===== src/rtl/stream_combiner_pkg.sv =====
// Shared definitions for the stream combiner: BURST mode strings and the
// helper that decodes them (anything other than "yes" means half-throughput).
package stream_pkg;

    localparam string BURST_YES = "yes";
    localparam string BURST_NO  = "no";

    function automatic bit is_burst(input string mode);
        return (mode == BURST_YES) && (mode != BURST_NO);
    endfunction

endpackage


===== src/rtl/stream_combiner_slot.sv =====
// One-entry input buffer for a single lane of the stream combiner.
// Holds one beat until drained; in burst mode it can refill in the drain cycle.
module stream_slot
    import stream_pkg::*;
#(
    parameter int    WIDTH = 8,
    parameter string BURST = BURST_YES
) (
    input  logic             clk,
    input  logic             rst_n,
    input  logic             valid,
    input  logic [WIDTH-1:0] data,
    input  logic             drain,
    output logic             full,
    output logic [WIDTH-1:0] q,
    output logic             ready
);

    localparam bit BURST_EN = is_burst(BURST);

    logic             full_q;
    logic             full_d;
    logic [WIDTH-1:0] data_q;
    logic [WIDTH-1:0] data_d;
    logic             accept;

    always_comb begin
        // drain is only high while this slot is full, so it merely reopens it
        ready  = ~full_q | (BURST_EN & drain);
        accept = valid & ready;
        full_d = full_q;
        data_d = data_q;
        if (drain) begin
            full_d = 1'b0;
        end
        if (accept) begin
            full_d = 1'b1;
            data_d = data;
        end
    end

    always_ff @(posedge clk or negedge rst_n) begin
        if (!rst_n) begin
            full_q <= 1'b0;
            data_q <= '0;
        end else begin
            full_q <= full_d;
            data_q <= data_d;
        end
    end

    assign full = full_q;
    assign q    = data_q;

endmodule


===== src/rtl/stream_combiner.sv =====
// Two-lane valid/ready join: emits {lane1, lane0} once both slots hold a beat.
// Define STREAM_COMBINER_ASSERT_EN to compile simulation-only protocol checkers.
module stream_combiner
    import stream_pkg::*;
#(
    parameter int    WIDTH0 = 8,
    parameter int    WIDTH1 = 8,
    parameter string BURST  = BURST_YES
) (
    input  logic                     iCLK,
    input  logic                     iRST,
    input  logic                     iValid_AM0,
    output logic                     oReady_AM0,
    input  logic [WIDTH0-1:0]        iData_AM0,
    input  logic                     iValid_AM1,
    output logic                     oReady_AM1,
    input  logic [WIDTH1-1:0]        iData_AM1,
    output logic                     oValid_BM,
    input  logic                     iReady_BM,
    output logic [WIDTH0+WIDTH1-1:0] oData_BM
);

    logic              full0;
    logic              full1;
    logic [WIDTH0-1:0] slot0;
    logic [WIDTH1-1:0] slot1;
    logic              fire;

    assign oValid_BM = full0 & full1;
    assign fire      = oValid_BM & iReady_BM;
    assign oData_BM  = {slot1, slot0};

    stream_slot #(.WIDTH(WIDTH0), .BURST(BURST)) u_slot0 (
        .clk   (iCLK),
        .rst_n (iRST),
        .valid (iValid_AM0),
        .data  (iData_AM0),
        .drain (fire),
        .full  (full0),
        .q     (slot0),
        .ready (oReady_AM0)
    );

    stream_slot #(.WIDTH(WIDTH1), .BURST(BURST)) u_slot1 (
        .clk   (iCLK),
        .rst_n (iRST),
        .valid (iValid_AM1),
        .data  (iData_AM1),
        .drain (fire),
        .full  (full1),
        .q     (slot1),
        .ready (oReady_AM1)
    );

`ifdef STREAM_COMBINER_ASSERT_EN
    logic                     chk_vld_q;
    logic                     chk_rdy_q;
    logic [WIDTH0+WIDTH1-1:0] chk_data_q;

    always @(posedge iCLK or negedge iRST) begin
        if (!iRST) begin
            chk_vld_q  <= 1'b0;
            chk_rdy_q  <= 1'b0;
            chk_data_q <= '0;
        end else begin
            if ($isunknown(oValid_BM))
                $error("stream_combiner: oValid_BM is X/Z");
            if (chk_vld_q && !chk_rdy_q && oData_BM != chk_data_q)
                $error("stream_combiner: oData_BM changed under backpressure");
            if (chk_vld_q && !chk_rdy_q && !oValid_BM)
                $error("stream_combiner: oValid_BM dropped without a transfer");
            chk_vld_q  <= oValid_BM;
            chk_rdy_q  <= iReady_BM;
            chk_data_q <= oData_BM;
        end
    end
`endif

endmodule


===== config.mk =====
export PLATFORM = sky130hd
export DESIGN_NAME = stream_combiner
export DESIGN_NICKNAME = d
export VERILOG_FILES = /design/src/rtl/stream_combiner_pkg.sv /design/src/rtl/stream_combiner_slot.sv /design/src/rtl/stream_combiner.sv
export SDC_FILE = /design/constraint.sdc
export NUM_CORES = 1
export LEC_CHECK = 0
export CORE_ASPECT_RATIO = 0.7
export CORE_MARGIN = 4
export CORE_UTILIZATION = 24
export DETAILED_ROUTE_END_ITERATION = 16
export GPL_TIMING_DRIVEN = 0
export PLACE_DENSITY = 0.62
export SLEW_MARGIN = 20
export SYNTH_ARGS = -nofsm -noshare
export SYNTH_HDL_FRONTEND = slang
export SYNTH_SLANG_ARGS = --single-unit

===== constraint.sdc =====
create_clock -name iCLK -period 3.2 [get_ports iCLK]
set_input_delay 0.32 -clock iCLK [delete_from_list [all_inputs] [get_ports iCLK]]
set_output_delay 0.32 -clock iCLK [all_outputs]
set_load 0.01 [all_outputs]

==> results.rst, run 1 <==
.. list-table::
   :header-rows: 1

   * - Metric
     - Value
   * - Minimum clock period after layout
     - 2.13 ns
   * - Setup crit end kind
     - primary output
   * - Vias in the first global route
     - 719
   * - Overflow after GRT
     - 0
   * - Number of search-and-repair iterations in the first detailed-routing pass
     - 2
   * - CP max stage cell
     - sky130_fd_sc_hd__clkdlybuf4s50_1
   * - Seq cells post-synth
     - 18
   * - Clock tree from TritonCTS
     - yes
   * - Synthesis Warnings
     - 0
   * - Count of input and output buffers
     - 39
   * - Total global routing track utilization
     - 9.45%
   * - Average vias per placed instance
     - 4.27
   * - Global-route wire length before repair
     - 3340 um
   * - Total number of placement rows
     - 17
   * - Avg WL per Cell
     - 12.1 um
   * - Area delta synth->final
     - 58.2%
   * - Met3 routed wirelength
     - 155 um
   * - Crit path buf inv count
     - 3
   * - DRC
     - 0
   * - Sum Neg Setup Slack
     - 0 ns
   * - Syn_nets
     - 104
   * - Height of the die
     - 58.3 um
   * - Final estimated routing congestion in global placement
     - 0.769
   * - RSZ-0062 raised after global routing
     - no
   * - Buffer depth of the longest clock path
     - 2
   * - Met2 routed WL
     - 1040 um
   * - Yosys cell types
     - 11
   * - Initial Util
     - 26.3%
   * - Post-route non-filler standard cell count
     - 173
   * - Insertion delay of the later-clocked pin in the worst-skew pair
     - 0.25 ns
   * - CTS clk-pin slew, worst paths
     - 0.06 ns
   * - Die width
     - 79.8 um
   * - Diode count
     - 0
   * - Cell seen most often among critical-path stages
     - sky130_fd_sc_hd__clkdlybuf4s50_1
   * - Final-stage net count
     - 148
   * - Filler instances
     - 332
   * - Final hold vios
     - 0
   * - Normalized max-slew margin
     - 45.2%
   * - Quantity of hold-fixing buffers added after cts
     - 0
   * - Worst slew pin tran
     - 0.819 ns
   * - Largest net degree at the start of global routing
     - 19
   * - Per-instance average area after synthesis
     - 10.4 um2
   * - Fraction of layout cells with a size suffix above 1
     - 11.1%
   * - Highest metal layer with signal wires
     - met4
   * - Gate count after technology mapping
     - 83
   * - Post_cts resized
     - 0
   * - Data arrival, critical path
     - 1.81 ns
   * - Placed Instances
     - 169
   * - Cells traversed along the worst timing path
     - clkdlybuf4s50_1 > a21boi_2 > inv_1 > clkdlybuf4s50_1
   * - Final clock period utilization by the worst path
     - 66.4%
   * - Count of maximum capacitance violations
     - 0
   * - Core region area
     - 3300 um2
   * - Initial antenna violation count
     - 0
   * - Area taken by flip-flops and latches
     - 450 um2
   * - Die area
     - 4650 um2
   * - Final standard cell utilization of the core
     - 41.6%
   * - CP Max Fanout
     - 10
   * - Area taken by multi-input logic gates
     - 282 um2
   * - Peak VDD IR
     - 167 uV
   * - Result of the run
     - finished clean
   * - Register area share after synthesis
     - 51.9%
   * - FMAX
     - 0.470 GHz
   * - Post-route antenna net violation count
     - 0
   * - Detail Placement HPWL
     - 1680 um
   * - WL met1
     - 889 um
   * - Number of buffers added for setup after CTS
     - 0
   * - Pwr per Cell Area
     - 498 nW/um2
   * - Max Clock Skew
     - 0.00240 ns
   * - Cell chosen for the clock root
     - sky130_fd_sc_hd__clkbuf_8
   * - CTS buffer count
     - 3
   * - Syn Std Cell Area
     - 867 um2
   * - Critical Path Max Stage Delay
     - 0.49 ns
   * - Leakage
     - 0.000596 uW
   * - Class of the worst hold path
     - input pin to async pin
   * - CP delay by family, top
     - buffers and inverters
   * - Total length of routed wires
     - 2100 um
   * - Number of vias in the routed layout
     - 738
   * - Required time at the endpoint of the critical path
     - 2.88 ns
   * - Number of clock sinks
     - 18
   * - Max-slew violation total from the final report
     - 0
   * - Violation count after the first detailed-routing iteration
     - 2
   * - Category of the worst setup path launch point
     - input pin
   * - Critical path type
     - input pin to primary output
   * - Boundary Pins
     - 40
   * - H-tree level count
     - 1
   * - Setup violations, final
     - 0
-- metrics by stage --
| step | cell area, um2 | power, uW | hold WS [ns] | setup WS [ns] |
|---|---|---|---|---|
| floorplan | 867 | 384 | 0.0244 | 2.05 |
| global placement | 1320 | 508 | 0.529 | 1.07 |
| detailed placement | 1320 | 512 | 0.532 | 1.07 |
| CTS | 1370 | 696 | 0.542 | 1.07 |
| global route | 1370 | 725 | 0.559 | 0.987 |
| finish | 1370 | 683 | 0.538 | 1.07 |
-- placed cells by master (no fill, tap or decap) --
cell type	Yosys	final
sky130_fd_sc_hd__clkdlybuf4s50_1	0	39
sky130_fd_sc_hd__inv_1	18	18
sky130_fd_sc_hd__dfrtp_1	18	18
sky130_fd_sc_hd__nand2_1	16	16
sky130_fd_sc_hd__o32ai_1	14	14
sky130_fd_sc_hd__buf_6	6	6
sky130_fd_sc_hd__clkbuf_8	0	4
sky130_fd_sc_hd__a21boi_2	2	2
sky130_fd_sc_hd__and3_1	2	2
sky130_fd_sc_hd__nor2b_1	2	2
sky130_fd_sc_hd__o32ai_2	2	2
sky130_fd_sc_hd__or2_1	2	2
sky130_fd_sc_hd__and2_1	1	1
-- synthesized netlist by cell type --
| library cell | count | area [um2] |
|---|---|---|
| sky130_fd_sc_hd__o32ai_2 | 2 | 32.5 |
| sky130_fd_sc_hd__a21boi_2 | 2 | 22.5 |
| sky130_fd_sc_hd__and2_1 | 1 | 6.26 |
| sky130_fd_sc_hd__dfrtp_1 | 18 | 450 |
| sky130_fd_sc_hd__and3_1 | 2 | 12.5 |
| sky130_fd_sc_hd__nand2_1 | 16 | 60.1 |
| sky130_fd_sc_hd__o32ai_1 | 14 | 123 |
| sky130_fd_sc_hd__buf_6 | 6 | 67.6 |
| sky130_fd_sc_hd__or2_1 | 2 | 12.5 |
| sky130_fd_sc_hd__nor2b_1 | 2 | 12.5 |
| sky130_fd_sc_hd__inv_1 | 18 | 67.6 |
-- registers in the layout, summed over array words and instances, names as in the netlist --
register      cells
u_slot0.q         8
u_slot1.q         8
u_slot0.full      1
u_slot1.full      1
-- worst reg2reg max path, stage by stage (launching register included) --
cell,delay [ns]
sky130_fd_sc_hd__dfrtp_1,0.41
sky130_fd_sc_hd__a21boi_2,0.43
sky130_fd_sc_hd__o32ai_2,0.15
-- layer usage --
layer / up-vias / GRT usage [%]
met5: - / 0
met4: 0 / 2.89
met3: 2 / 4.28
met2: 15 / 15.5
met1: 354 / 11.2
li1: 367 / -
-- logic make-up after synthesis --
group,synth area share [%]
buffers and inverters,15.6
AOI/OAI and AO/OA,20.5
DFF,51.9
and+or+nand+nor,12.0
-- path summary, 6_finish.rpt --
kind | slack, ns | cells after the start | start | end
max in group asynchronous | 2.15 | 1 | iRST | u_slot1.q[5]
setup / recovery | 1.07 | 4 | iReady_BM | oReady_AM0
setup reg to reg | 2.07 | 2 | u_slot1.full | u_slot1.q[3]
min in group iCLK | 0.54 | 2 | u_slot0.q[3] | u_slot0.q[3]
hold reg to reg | 0.54 | 2 | u_slot0.q[3] | u_slot0.q[3]
hold / removal | 0.54 | 1 | iRST | u_slot0.q[4]
-- cell type report --
type / instances / area share [%]
plain buffers: 6 / 4.93
repair buffers: 39 / 28.5
clock buffers: 4 / 4.01
inverters: 18 / 4.93
well taps: 47 / 4.29
multi-input cells: 41 / 20.5
flip-flops and latches: 18 / 32.8
-- power by group --
| group | switching, uW | internal, uW | leakage [uW] |
|---|---|---|---|
| sequential | 20.3 | 265 | 0.000219 |
| clock | 70.2 | 109 | 0.0000288 |
| combinational | 86.6 | 131 | 0.000349 |
| total | 177 | 506 | 0.000596 |
(Power assumes the default switching activity.)
==> inputs of run 2 (changes only) <==
- PLACE_DENSITY: 0.62 -> 0.64
- clock period: 3.2 -> 1.8 ns (I/O delays scaled with it)
==> run 2 against run 1 <==
Effect of this change:
- clock skew grew 0.0041 ns
- die area is the same
- register-to-register slack lost 1.5 ns
- via count grew 1.9%
- first-iteration DRC count grew to 6.5 times the previous value
- critical endpoint unchanged
- design area grew 3.3%
==> results.rst, run 2 (same netlist as run 1, synthesis figures left out) <==
.. list-table::
   :header-rows: 1

   * - Metric
     - Value
   * - Result of the run
     - finished clean
   * - Number of search-and-repair iterations in the first detailed-routing pass
     - 4
   * - Max-slew violation total from the final report
     - 0
   * - Cell chosen for the clock root
     - sky130_fd_sc_hd__clkbuf_8
   * - Final estimated routing congestion in global placement
     - 0.681
   * - CTS buffer count
     - 3
   * - RSZ-0062 raised after global routing
     - no
   * - Most common cell after layout, fill and taps aside
     - sky130_fd_sc_hd__clkdlybuf4s50_1
   * - Crit path buf inv count
     - 3
   * - Worst slew pin tran
     - 0.797 ns
   * - Initial Util
     - 26.3%
   * - Count of input and output buffers
     - 39
   * - CP max stage cell
     - sky130_fd_sc_hd__clkdlybuf4s50_1
   * - Clock tree from TritonCTS
     - yes
   * - Data arrival, critical path
     - 1.53 ns
   * - Final clock period utilization by the worst path
     - 94.9%
   * - Crit. path cell count
     - 4
   * - Overflow after GRT
     - 0
   * - Logic depth of the worst register-to-register path
     - 3
   * - Setup slack of the most critical reg-to-reg path
     - 0.61 ns
   * - Detail Placement HPWL
     - 1700 um
   * - Diode count
     - 0
   * - Initial antenna violation count
     - 0
   * - Worst hold slack
     - 0.380 ns
   * - Quantity of hold-fixing buffers added after cts
     - 0
   * - Die width
     - 79.8 um
   * - Buffer depth of the longest clock path
     - 2
   * - Category of the worst setup path launch point
     - input pin
   * - Largest net degree at the start of global routing
     - 19
   * - Post-route antenna net violation count
     - 0
   * - Worst flop-to-flop path endpoint
     - u_slot0.q[5]
   * - Total global routing track utilization
     - 10.4%
   * - Required time at the endpoint of the critical path
     - 1.62 ns
   * - Minimum clock period after layout
     - 1.71 ns
   * - Number of vias in the routed layout
     - 752
   * - Vias in the first global route
     - 778
   * - Critical path type
     - input pin to primary output
   * - Total number of placement rows
     - 17
   * - CP delay by family, top
     - buffers and inverters
   * - Leakage
     - 0.000630 uW
   * - Setup crit end kind
     - primary output
   * - Avg WL per Cell
     - 12.4 um
   * - H-tree level count
     - 1
   * - Sum Neg Setup Slack
     - 0 ns
   * - Post-route total power
     - 1250 uW
   * - Core region area
     - 3300 um2
   * - Final-stage net count
     - 152
   * - Number of clock sinks
     - 18
   * - FMAX
     - 0.585 GHz
   * - Insertion delay of the later-clocked pin in the worst-skew pair
     - 0.26 ns
   * - Total length of routed wires
     - 2190 um
   * - Area delta synth->final
     - 63.3%
   * - Height of the die
     - 58.3 um
   * - Beginning of the critical path
     - iReady_BM
   * - Global-route wire length before repair
     - 3590 um
   * - Final hold vios
     - 0
   * - Pwr per Cell Area
     - 882 nW/um2
   * - Peak VDD IR
     - 227 uV
   * - Die area
     - 4650 um2
   * - CTS clk-pin slew, worst paths
     - 0.07 ns
   * - End point of the critical path
     - oReady_AM0
   * - Boundary Pins
     - 40
   * - Count of maximum capacitance violations
     - 0
   * - DRC
     - 0
   * - Normalized max-slew margin
     - 46.7%
   * - Cells traversed along the worst timing path
     - clkdlybuf4s50_1 > a21boi_4 > inv_1 > clkdlybuf4s50_1
   * - CP Max Fanout
     - 6
   * - Critical Path Max Stage Delay
     - 0.53 ns
   * - Average vias per placed instance
     - 4.25
   * - Cell seen most often among critical-path stages
     - sky130_fd_sc_hd__clkdlybuf4s50_1
   * - Class of the worst hold path
     - input pin to async pin
   * - Violation count after the first detailed-routing iteration
     - 13
   * - Critical R2R Launch
     - u_slot1.full
   * - Commonest cells after routing, fill and taps aside
     - sky130_fd_sc_hd__clkdlybuf4s50_1, sky130_fd_sc_hd__inv_1, sky130_fd_sc_hd__dfrtp_1, sky130_fd_sc_hd__nand2_1, sky130_fd_sc_hd__o32ai_1
   * - Setup violations, final
     - 0
   * - Max Clock Skew
     - 0.00655 ns
   * - Fraction of layout cells with a size suffix above 1
     - 13.8%
## run 2: where the power goes
| group | internal [uW] | leakage, uW | total, uW | switching, uW |
|---|---|---|---|---|
| Clock | 195 | 0.0000288 | 332 | 137 |
| Combinational | 249 | 0.000382 | 408 | 159 |
| Sequential | 471 | 0.000219 | 510 | 38.7 |
## run 2: timing repair
action	CTS	global route
gates resized for setup	0	2
buffers inserted	0	4
pin swaps	0	1
endpoints found under the setup margin	2	2
## run 2: area by class of cell
class                           count  area (um2)
Buffer                              6        67.6
Clock buffer                        4        55.1
Fill cell                         318        1880
Inverter                           18        67.6
Multi-Input combinational cell     41         297
Sequential cell                    18         450
Tap cell                           47        58.8
Timing Repair Buffer               43         420
## run 2: metal layers
metal | wire, um | track usage (%) | vias up
met5 | 0 | 0 | -
met4 | 55 | 6.02 | 0
met3 | 137 | 3.82 | 5
met2 | 1110 | 16.9 | 15
met1 | 884 | 11.8 | 360
li1 | - | - | 372
## run 2: per-stage QoR
stage	instance area, um2	utilization [%]	worst slack [ns]	cells
finish	1420	43.0	0.0910	177
global route	1420	43.0	0.0119	177
CTS	1370	41.6	-0.0882	173
detailed placement	1320	39.9	-0.0746	169
global placement	1320	39.9	-0.0354	169
floorplan	867	-	0.784	83
## run 2: how the worst min path moves through the flow
stage	from	to	cells past startpoint
floorplan	iRST	u_slot0.full	0
global placement	u_slot1.q[6]	u_slot1.q[6]	2
detailed placement	u_slot0.q[3]	u_slot0.q[3]	2
CTS	iRST	u_slot0.q[3]	1
global route	iRST	u_slot0.q[3]	1
finish	iRST	u_slot0.q[3]	1
==> RTL change: new RTL, settings of run 1 <==
The parameter `WIDTH0` goes from 8 to 6.
--- a/src/rtl/stream_combiner.sv
+++ b/src/rtl/stream_combiner.sv
@@ -3,7 +3,7 @@
 module stream_combiner
     import stream_pkg::*;
 #(
-    parameter int    WIDTH0 = 8,
+    parameter int    WIDTH0 = 6,
     parameter int    WIDTH1 = 8,
     parameter string BURST  = BURST_YES
 ) (
Ports: changed (resized iData_AM0 and oData_BM); port bits go from 40 to 36. No check against the original RTL was run, so the function may have changed too.
==> RTL change against run 1 <==
- total power is 11% lower
- wire length is 7.5% lower
- clock power decreased by 17%
- die area is 4.7% lower
- sequential cell count fell by 2
- largest cell class is now flip-flops and latches
- area after synthesis shrank 5.3%
- final area shrank 8.0%
- count of clock-buffer cells in the layout down 1
- largest power group unchanged
- first-iteration DRC count rose to 24 times the old value
- worst setup slack improved by 0.0034 ns
==> RTL change: results (changes against run 1) <==
[status]
status = complete, no violations

[power_and_ir_drop]
irDropWorstVdd_mv = 0.1556  ; -7.1%
p_leak_nw = 0.5431  ; -8.9%
p_sw_w = 0.0001660  ; -6.3%

[drt]
avgRoutedWirePerCell_um = 12.26  ; +1.2%
routed_wl_um = 1937  ; -7.5%
wl_met3_um = 72  ; -54%
drt_pass1_iterations = 3  ; +1

[synth]
seq_area_frac_synth_pct = 48.78  ; -3.2 points
synthCells = 74  ; -11%
synth_common_cells = 16 x dfrtp_1, 16 x inv_1, 14 x nand2_1
synth_fp_nets = 93  ; -11%

[global_routing]
use_met2_pct = 16.46  ; +1.0 points
grt_first_pass_wirelength_um = 3429  ; +2.7%
grtUsageMet1_pct = 11.43  ; +0.18 points
grt_max_degree = 17  ; -2

[placed_design]
gp_congestion = 0.6826  ; -11%
dp_hpwl_um = 1523  ; -9.3%
placed_cell_area_um2 = 1220  ; -7.3%
io_buffers = 34  ; -13%
place_inst = 155  ; -8.3%

[finish]
multi_input_area_um2 = 314.1  ; +12%
drive_gt1_share_pct = 18.92  ; +7.8 points
fillCellCount = 320  ; -3.6%

[timing]
relSlewSlack_pct = 51.11  ; +5.9 points

## RTL change: logic make-up after synthesis
logic type | after synthesis | share of synthesized area [%]
and+or+nand+nor | 21 | 12.35
DFF | 16 | 48.78
AOI/OAI and AO/OA | 16 | 25.91
buffers and inverters | 21 | 12.96
## RTL change: worst paths after layout
| check | end | cells after the start | from | slack, ns |
|---|---|---|---|---|
| worst min register to register | u_slot0.q[3] | 2 | u_slot0.q[3] | 0.55 |
| worst max register to register | u_slot0.q[1] | 2 | u_slot0.full | 2.08 |
| max in group asynchronous | u_slot1.q[7] | 1 | iRST | 2.23 |
| min in group asynchronous | u_slot0.q[1] | 1 | iRST | 0.51 |
| worst min-delay path | u_slot0.full | 2 | iValid_AM0 | 0.32 |
| worst max-delay path | oReady_AM1 | 4 | iReady_BM | 1.08 |
## RTL change: worst reg2reg max path: stages (launching register included)
cell,delay (ns)
dfrtp_1,0.43
nor2b_1,0.42
o32ai_1,0.14
## RTL change: final cells by class
| type | count | area share [%] |
|---|---|---|
| tap | 47 | 4.663 |
| timing repair buffer | 34 | 26.98 |
| clock buffer | 3 | 3.274 |
| multi-input combinational | 37 | 24.90 |
| buffer | 5 | 3.671 |
| sequential | 16 | 31.75 |
| inverter | 16 | 4.762 |
## RTL change: power groups by stage
stage	Clock, W	Combinational, W	Sequential, W
2_1_floorplan	0	0.0000843	0.000272
3_3_place_gp	0	0.000208	0.000257
3_5_place_dp	0	0.000212	0.000259
4_1_cts	0.000153	0.000213	0.000255
5_1_grt	0.000166	0.000226	0.000260
6_report	0.000148	0.000209	0.000254
